==> src/rtl/control_motor_pasos_param_pkg.sv <==
// Shared encodings and coil-table helpers for the stepper controller.
// Combinational helpers only; no latency.
// No handshake; callers apply the results on their own clock edges.
package control_motor_pasos_param_pkg;

  localparam logic [1:0] MODO_SIMPLE    = 2'b00;
  localparam logic [1:0] MODO_DOBLE     = 2'b01;
  localparam logic [1:0] MODO_MEDIO     = 2'b10;
  localparam logic [1:0] MODO_RESERVADO = 2'b11;

  typedef enum logic {
    IDLE = 1'b0,
    RUN  = 1'b1
  } estado_t;

  // Eight-phase half-step table; bit 3 = coil A, bit 0 = coil D.
  function automatic logic [3:0] patron_bobinas(input logic [2:0] idx);
    logic [3:0] p;
    case (idx)
      3'd0:    p = 4'b1000;
      3'd1:    p = 4'b1100;
      3'd2:    p = 4'b0100;
      3'd3:    p = 4'b0110;
      3'd4:    p = 4'b0010;
      3'd5:    p = 4'b0011;
      3'd6:    p = 4'b0001;
      default: p = 4'b1001;
    endcase
    return p;
  endfunction

  // Single mode lives on even indices, double on odd ones; half keeps the index.
  function automatic logic [2:0] alinear_idx(input logic [1:0] modo, input logic [2:0] idx);
    logic [2:0] r;
    case (modo)
      MODO_SIMPLE: r = {idx[2:1], 1'b0};
      MODO_DOBLE:  r = {idx[2:1], 1'b1};
      default:     r = idx;
    endcase
    return r;
  endfunction

  // One step: +-1 in half mode, +-2 otherwise; 3-bit arithmetic gives the mod-8 wrap.
  function automatic logic [2:0] avanzar_idx(input logic [1:0] modo, input logic dir,
                                             input logic [2:0] idx);
    logic [2:0] inc;
    inc = (modo == MODO_MEDIO) ? 3'd1 : 3'd2;
    return dir ? (idx + inc) : (idx - inc);
  endfunction

endpackage

==> src/rtl/divisor_pasos.sv <==
// Loadable down-counter producing the step-due tick for the stepper controller.
// Tick is combinational from the count: high while enabled and the count is zero.
// No backpressure; load has priority over counting, counting stops at zero.
module divisor_pasos #(
  parameter int DIV_WIDTH = 16
) (
  input  logic                 frecuencia,
  input  logic                 rst_n,
  input  logic                 cargar,
  input  logic                 habilitar,
  input  logic [DIV_WIDTH-1:0] valor,
  output logic                 tick
);

  logic [DIV_WIDTH-1:0] cuenta;

  // Reload on request, otherwise count down towards zero while enabled.
  always_ff @(posedge frecuencia or negedge rst_n) begin
    if (!rst_n) begin
      cuenta <= '0;
    end else if (cargar) begin
      cuenta <= valor;
    end else if (habilitar && (cuenta != '0)) begin
      cuenta <= cuenta - DIV_WIDTH'(1);
    end
  end

  assign tick = habilitar && (cuenta == '0);

endmodule

==> src/rtl/control_motor_pasos_param.sv <==
// Stepper controller: wave/full/half sequences, programmable step period, counted or continuous moves.
// Start energises on the accepting edge; step N lands P*N edges later together with done.
// No backpressure; start is ignored while busy, stop aborts immediately and wins over a due step.
module control_motor_pasos_param
  import control_motor_pasos_param_pkg::*;
#(
  parameter int DIV_WIDTH = 16,
  parameter int CNT_WIDTH = 16
) (
  input  logic                 frecuencia,
  input  logic                 rst_n,
  input  logic                 start,
  input  logic                 stop,
  input  logic [1:0]           modo,
  input  logic                 direccionGiro,
  input  logic                 continuo,
  input  logic [DIV_WIDTH-1:0] periodo,
  input  logic [CNT_WIDTH-1:0] numPasos,
  input  logic                 retener,
  output logic [3:0]           salidaMotor,
  output logic                 ledDireccion,
  output logic                 busy,
  output logic                 done,
  output logic [CNT_WIDTH-1:0] pasosRestantes
);

  estado_t              estado;
  logic [2:0]           idx;
  logic [1:0]           modo_lat;
  logic                 dir_lat;
  logic                 continuo_lat;
  logic [DIV_WIDTH-1:0] periodo_lat;
  // Set by the first move after reset so retener never drives coils straight out of reset.
  logic                 energizado;

  logic                 arranque;
  logic                 acepta;
  logic                 paso;
  logic                 tick;
  logic                 div_cargar;
  logic [DIV_WIDTH-1:0] periodo_ef;
  logic [DIV_WIDTH-1:0] div_valor;

  // Decode start acceptance, step execution and divider reload.
  always_comb begin
    periodo_ef = (periodo == '0) ? DIV_WIDTH'(1) : periodo;
    arranque   = (estado == IDLE) && start && !stop && (modo != MODO_RESERVADO);
    acepta     = arranque && (continuo || (numPasos != '0));
    paso       = (estado == RUN) && !stop && tick;
    div_cargar = acepta || paso;
    div_valor  = acepta ? (periodo_ef - DIV_WIDTH'(1)) : (periodo_lat - DIV_WIDTH'(1));
  end

  divisor_pasos #(
    .DIV_WIDTH(DIV_WIDTH)
  ) u_divisor (
    .frecuencia(frecuencia),
    .rst_n     (rst_n),
    .cargar    (div_cargar),
    .habilitar (estado == RUN),
    .valor     (div_valor),
    .tick      (tick)
  );

  // Move sequencer: latch the request, walk the phase table, count steps, pulse done.
  always_ff @(posedge frecuencia or negedge rst_n) begin
    if (!rst_n) begin
      estado         <= IDLE;
      idx            <= 3'd0;
      modo_lat       <= MODO_SIMPLE;
      dir_lat        <= 1'b0;
      continuo_lat   <= 1'b0;
      periodo_lat    <= DIV_WIDTH'(1);
      energizado     <= 1'b0;
      busy           <= 1'b0;
      done           <= 1'b0;
      pasosRestantes <= '0;
    end else begin
      done <= 1'b0;
      if (estado == IDLE) begin
        if (acepta) begin
          estado         <= RUN;
          busy           <= 1'b1;
          energizado     <= 1'b1;
          modo_lat       <= modo;
          dir_lat        <= direccionGiro;
          continuo_lat   <= continuo;
          periodo_lat    <= periodo_ef;
          pasosRestantes <= numPasos;
          idx            <= alinear_idx(modo, idx);
        end else if (arranque) begin
          // Zero-length request: acknowledge without moving.
          done <= 1'b1;
        end
      end else begin
        if (stop) begin
          estado <= IDLE;
          busy   <= 1'b0;
          done   <= 1'b1;
        end else if (paso) begin
          idx <= avanzar_idx(modo_lat, dir_lat, idx);
          if (!continuo_lat) begin
            pasosRestantes <= pasosRestantes - CNT_WIDTH'(1);
            if (pasosRestantes == CNT_WIDTH'(1)) begin
              estado <= IDLE;
              busy   <= 1'b0;
              done   <= 1'b1;
            end
          end
        end
      end
    end
  end

  // Coils follow the table while running; in idle only when holding torque is requested.
  always_comb begin
    salidaMotor  = 4'b0000;
    if ((estado == RUN) || (retener && energizado)) begin
      salidaMotor = patron_bobinas(idx);
    end
    ledDireccion = busy ? dir_lat : direccionGiro;
  end

endmodule
==> config.mk <==
export PLATFORM = sky130hd
export DESIGN_NAME = control_motor_pasos_param
export DESIGN_NICKNAME = d
export VERILOG_FILES = /design/src/rtl/control_motor_pasos_param_pkg.sv /design/src/rtl/divisor_pasos.sv /design/src/rtl/control_motor_pasos_param.sv
export SDC_FILE = /design/constraint.sdc
export NUM_CORES = 1
export LEC_CHECK = 0
export ABC_AREA = 1
export CAP_MARGIN = 15
export CORE_ASPECT_RATIO = 0.9
export CORE_MARGIN = 2
export CORE_UTILIZATION = 49
export CTS_CLUSTER_SIZE = 10
export DETAILED_ROUTE_END_ITERATION = 10
export PLACE_DENSITY = 0.87
export SLEW_MARGIN = 20
export SYNTH_ARGS = -nofsm -noshare
export SYNTH_HDL_FRONTEND = slang
export SYNTH_SLANG_ARGS = --single-unit
==> constraint.sdc <==
create_clock -name frecuencia -period 2.23 [get_ports frecuencia]
set_input_delay 0.3345 -clock frecuencia [delete_from_list [all_inputs] [get_ports frecuencia]]
set_output_delay 0.3345 -clock frecuencia [all_outputs]
set_load 0.1 [all_outputs]
==> flow_summary.toml, run 1 <==
[logic_synthesis]
syn_area_per_cell_um2 = 6.87
ys_types = 41
syn_area_um2 = 3820
syn_nets = 602
ys_ff_latch = 59
syn_inst = 556
synth-edff-count = 0
yosysWarningCount = 0
async_flop_share = 1.00
yosys-top-cells-area = "dfrtp_1, nand2_1, nor2_1, nand3_1, inv_1"
ys.flop_type = "dfrtp_1"
yosysTopAreaCellShare = 0.380
synth_top_cell_by_area = "dfrtp_1"
ys_seq_area_frac = 0.387

[drt]
drt-initial-drc-count = 416
wl_met1_mm = 5.25
vias = 4568
via_per_inst = 5.57
routed_wl_mm = 13.8
drc = 0
top_layer = "met4"
drtPass1Iterations = 6
wl_met3_mm = 1.13
ant_nets = 0
wl_per_cell_um = 16.8
wl_met2_mm = 6.72

[worst_hold_path]
holdPathStages = 3
worstHoldStart = "numPasos[4]"
min-delay-path-class = "in2reg"
hold_end = "pasosRestantes[4]"

[place]
hpwl_mm = 8.33
gp_congestion = 0.964
port-buffer-count = 63

[floorplanning]
num_io_pins = 64
die_x_um = 97.1
dieArea_um2 = 8520
fp.coreArea_um2 = 7540
dieHeight_um = 87.8
initial_core_util = 0.506
rows = 30

[cells_and_area]
final_common_cell = "nand2_1"
layout_common_cells = "nand2_1, buf_4, nor2_1"
fillers = 465
final_net_count = 765
antenna_cells = 0
seq_area_um2 = 1480
multi_input_area_um2 = 2360
drive_gt1_frac = 0.351
syn2layout_area_growth_pct = 55.2

[clock_network]
htree_levels = 3
numCtsBuffers = 9
clk_latency_ns = 0.36
clk_pin_slew_ns = 0.08
cts.sinks = 59
root_buffer = "clkbuf_8"
cts_max_path_buffers = 2
cts_tree = "built"

[timing]
period_minus_slack_ns = 2.37
hold_ws_ns = 0.393
slew_headroom = 0.779
fmax_mhz = 422
grt_setup_unrepaired = "yes"
worst_slack_ns = -0.140
period_share = 1.06
setup_viol = 12
fin_tns_setup_ns = -0.703
finalHoldViolations = 0
fin_worst_skew_ns = 0.0150
final-max-slew-violation-count = 0
worstMarginPinSlew_ns = 0.329

[worst_setup_path]
cp_cell_sequence = "clkdlybuf4s50_1 -> inv_2 -> nand3_2 -> nor2_4 -> nand2_4 -> buf_6 -> nand3_2 -> nand2_2 -> o21ai_4 -> ha_4 -> nand3_4 -> nor3_4 -> buf_4 -> nand2_2 -> a31oi_2"
ff2ff_setup_slack_ns = -0.14
endpoint_kind = "register"
rr_startpoint = "u_divisor.cuenta[3]"
slowest_stage = "clkdlybuf4s50_1"
worstSetupPathType = "in2reg"
cpPeakStageDelay_ns = 0.41
reg2reg_depth = 13
worst_ep_arrival_time_ns = 2.65
crit_required_ns = 2.51
cp-start-kind = "input pin"
r2r-end = "u_divisor.cuenta[6]"
path_max_fanout = 4

[global_route]
antenna_found_initial = 0
grt_max_degree = 60
grt_use_total = 0.300
grt_pass1_vias = 4377
gr-total-overflow = 0
grt_pass1_wl_mm = 20.5

[power_and_ir_drop]
p_leak_nw = 2.93
p_total_mw = 6.61
power_density_nw_per_um2 = 1110
vdd_drop_max_v = 0.000814

[flow_run]
maxCapViolCount = 0

[outcome]
failed_checks = "setup timing"
status = "finished, violations left"
==> stage by stage <==
step                worst slack (ns)  std cells   util  cell area, µm²
global route                  -0.241        820  0.786            5930
CTS                         0.000276        809  0.738            5570
detailed placement            -0.595        781  0.680            5130
finish                        -0.140        820  0.786            5930
global placement              -0.413        781  0.680            5130
floorplan                    -0.0225        556      -            3840
==> cells by family after synthesis <==
logic type,count (synthesis),share of synthesized area
xor+xnor,4,0.00917
buf+inv,80,0.0930
compound gates,74,0.108
flops,59,0.387
simple gates,334,0.384
fa+ha+maj,5,0.0183
==> Yosys cell counts, types with 2 or more instances <==
| master | n |
|---|---|
| o21ai_0 | 35 |
| nor3_1 | 6 |
| inv_1 | 57 |
| a31oi_1 | 8 |
| xor2_1 | 4 |
| buf_6 | 5 |
| dfrtp_1 | 58 |
| o22ai_1 | 7 |
| clkbuf_1 | 4 |
| nor2_1 | 72 |
| nor2_4 | 2 |
| nand2_1 | 169 |
| nand2_2 | 14 |
| or2_2 | 4 |
| nand4_1 | 6 |
| nand3_1 | 43 |
| inv_2 | 4 |
| nand3b_1 | 2 |
| o21ai_1 | 4 |
| o31ai_1 | 2 |
| a21oi_1 | 14 |
| buf_2 | 7 |
| nand3_2 | 3 |
| nor2_2 | 6 |
| ha_1 | 4 |
==> routing by layer <==
metal,global-route usage,vias up
li1,-,2102
met1,0.363,2117
met2,0.515,281
met3,0.0766,68
met4,0.132,0
met5,0,-
==> state kept, by name, summed over array words and instances (netlist names) <==
signal	count
done	1
idx	3
estado	1
energizado	1
pasosRestantes	16
u_divisor.cuenta	16
dir_lat	1
continuo_lat	1
periodo_lat	16
modo_lat	2
busy	1
==> worst max path at each step <==
stage	depth (start not counted)	to	startpoint	slack [ns]
floorplan	5	salidaMotor[0]	estado	-0.02
global placement	18	u_divisor.cuenta[14]	numPasos[11]	-0.41
detailed placement	18	u_divisor.cuenta[14]	numPasos[4]	-0.60
CTS	16	u_divisor.cuenta[12]	estado	0.0003
global route	13	u_divisor.cuenta[6]	u_divisor.cuenta[3]	-0.24
finish	15	u_divisor.cuenta[6]	numPasos[9]	-0.14
==> power by group <==
part	internal [mW]	switching, mW
Sequential	1.40	0.269
Clock	0.662	0.491
Combinational	1.27	2.52
Total	3.33	3.28
==> worst max-delay path, delay by kind of cell <==
kind | cells | cell delay [ns]
adders and majority gates | 1 | 0.20
buffers and inverters | 4 | 0.80
AOI/OAI and AO/OA | 2 | 0.38
and+or+nand+nor | 8 | 0.93
==> area by class of cell <==
| cell class | instances | area share |
|---|---|---|
| Sequential cell | 59 | 0.250 |
| Multi-Input combinational cell | 417 | 0.398 |
| Clock buffer | 10 | 0.0232 |
| Clock inverter | 6 | 0.0148 |
| Timing Repair Buffer | 169 | 0.250 |
| Tap cell | 96 | 0.0203 |
| Inverter | 63 | 0.0428 |
==> what timing repair did <==
action | in CTS | in global routing
setup buffers | 10 | 12
cloned | 1 | 0
setup endpoints to repair | 12 | 31
hold buffers | 1 | 0
gates resized for setup | 52 | 78
endpoints found under the hold margin | 14 | 0
pin swaps | 26 | 44
(Power assumes the default switching activity.)
==> run 2: changes to the inputs <==
--- a/config.mk
+++ b/config.mk
@@ -10,6 +10,7 @@
 export CORE_ASPECT_RATIO = 0.9
 export CORE_MARGIN = 2
 export CORE_UTILIZATION = 49
+export CTS_CLUSTER_DIAMETER = 50
 export CTS_CLUSTER_SIZE = 10
 export DETAILED_ROUTE_END_ITERATION = 10
 export PLACE_DENSITY = 0.87
==> results of run 2 <==
Same layout as run 1: the final DEF is identical, and so are final timing and power.
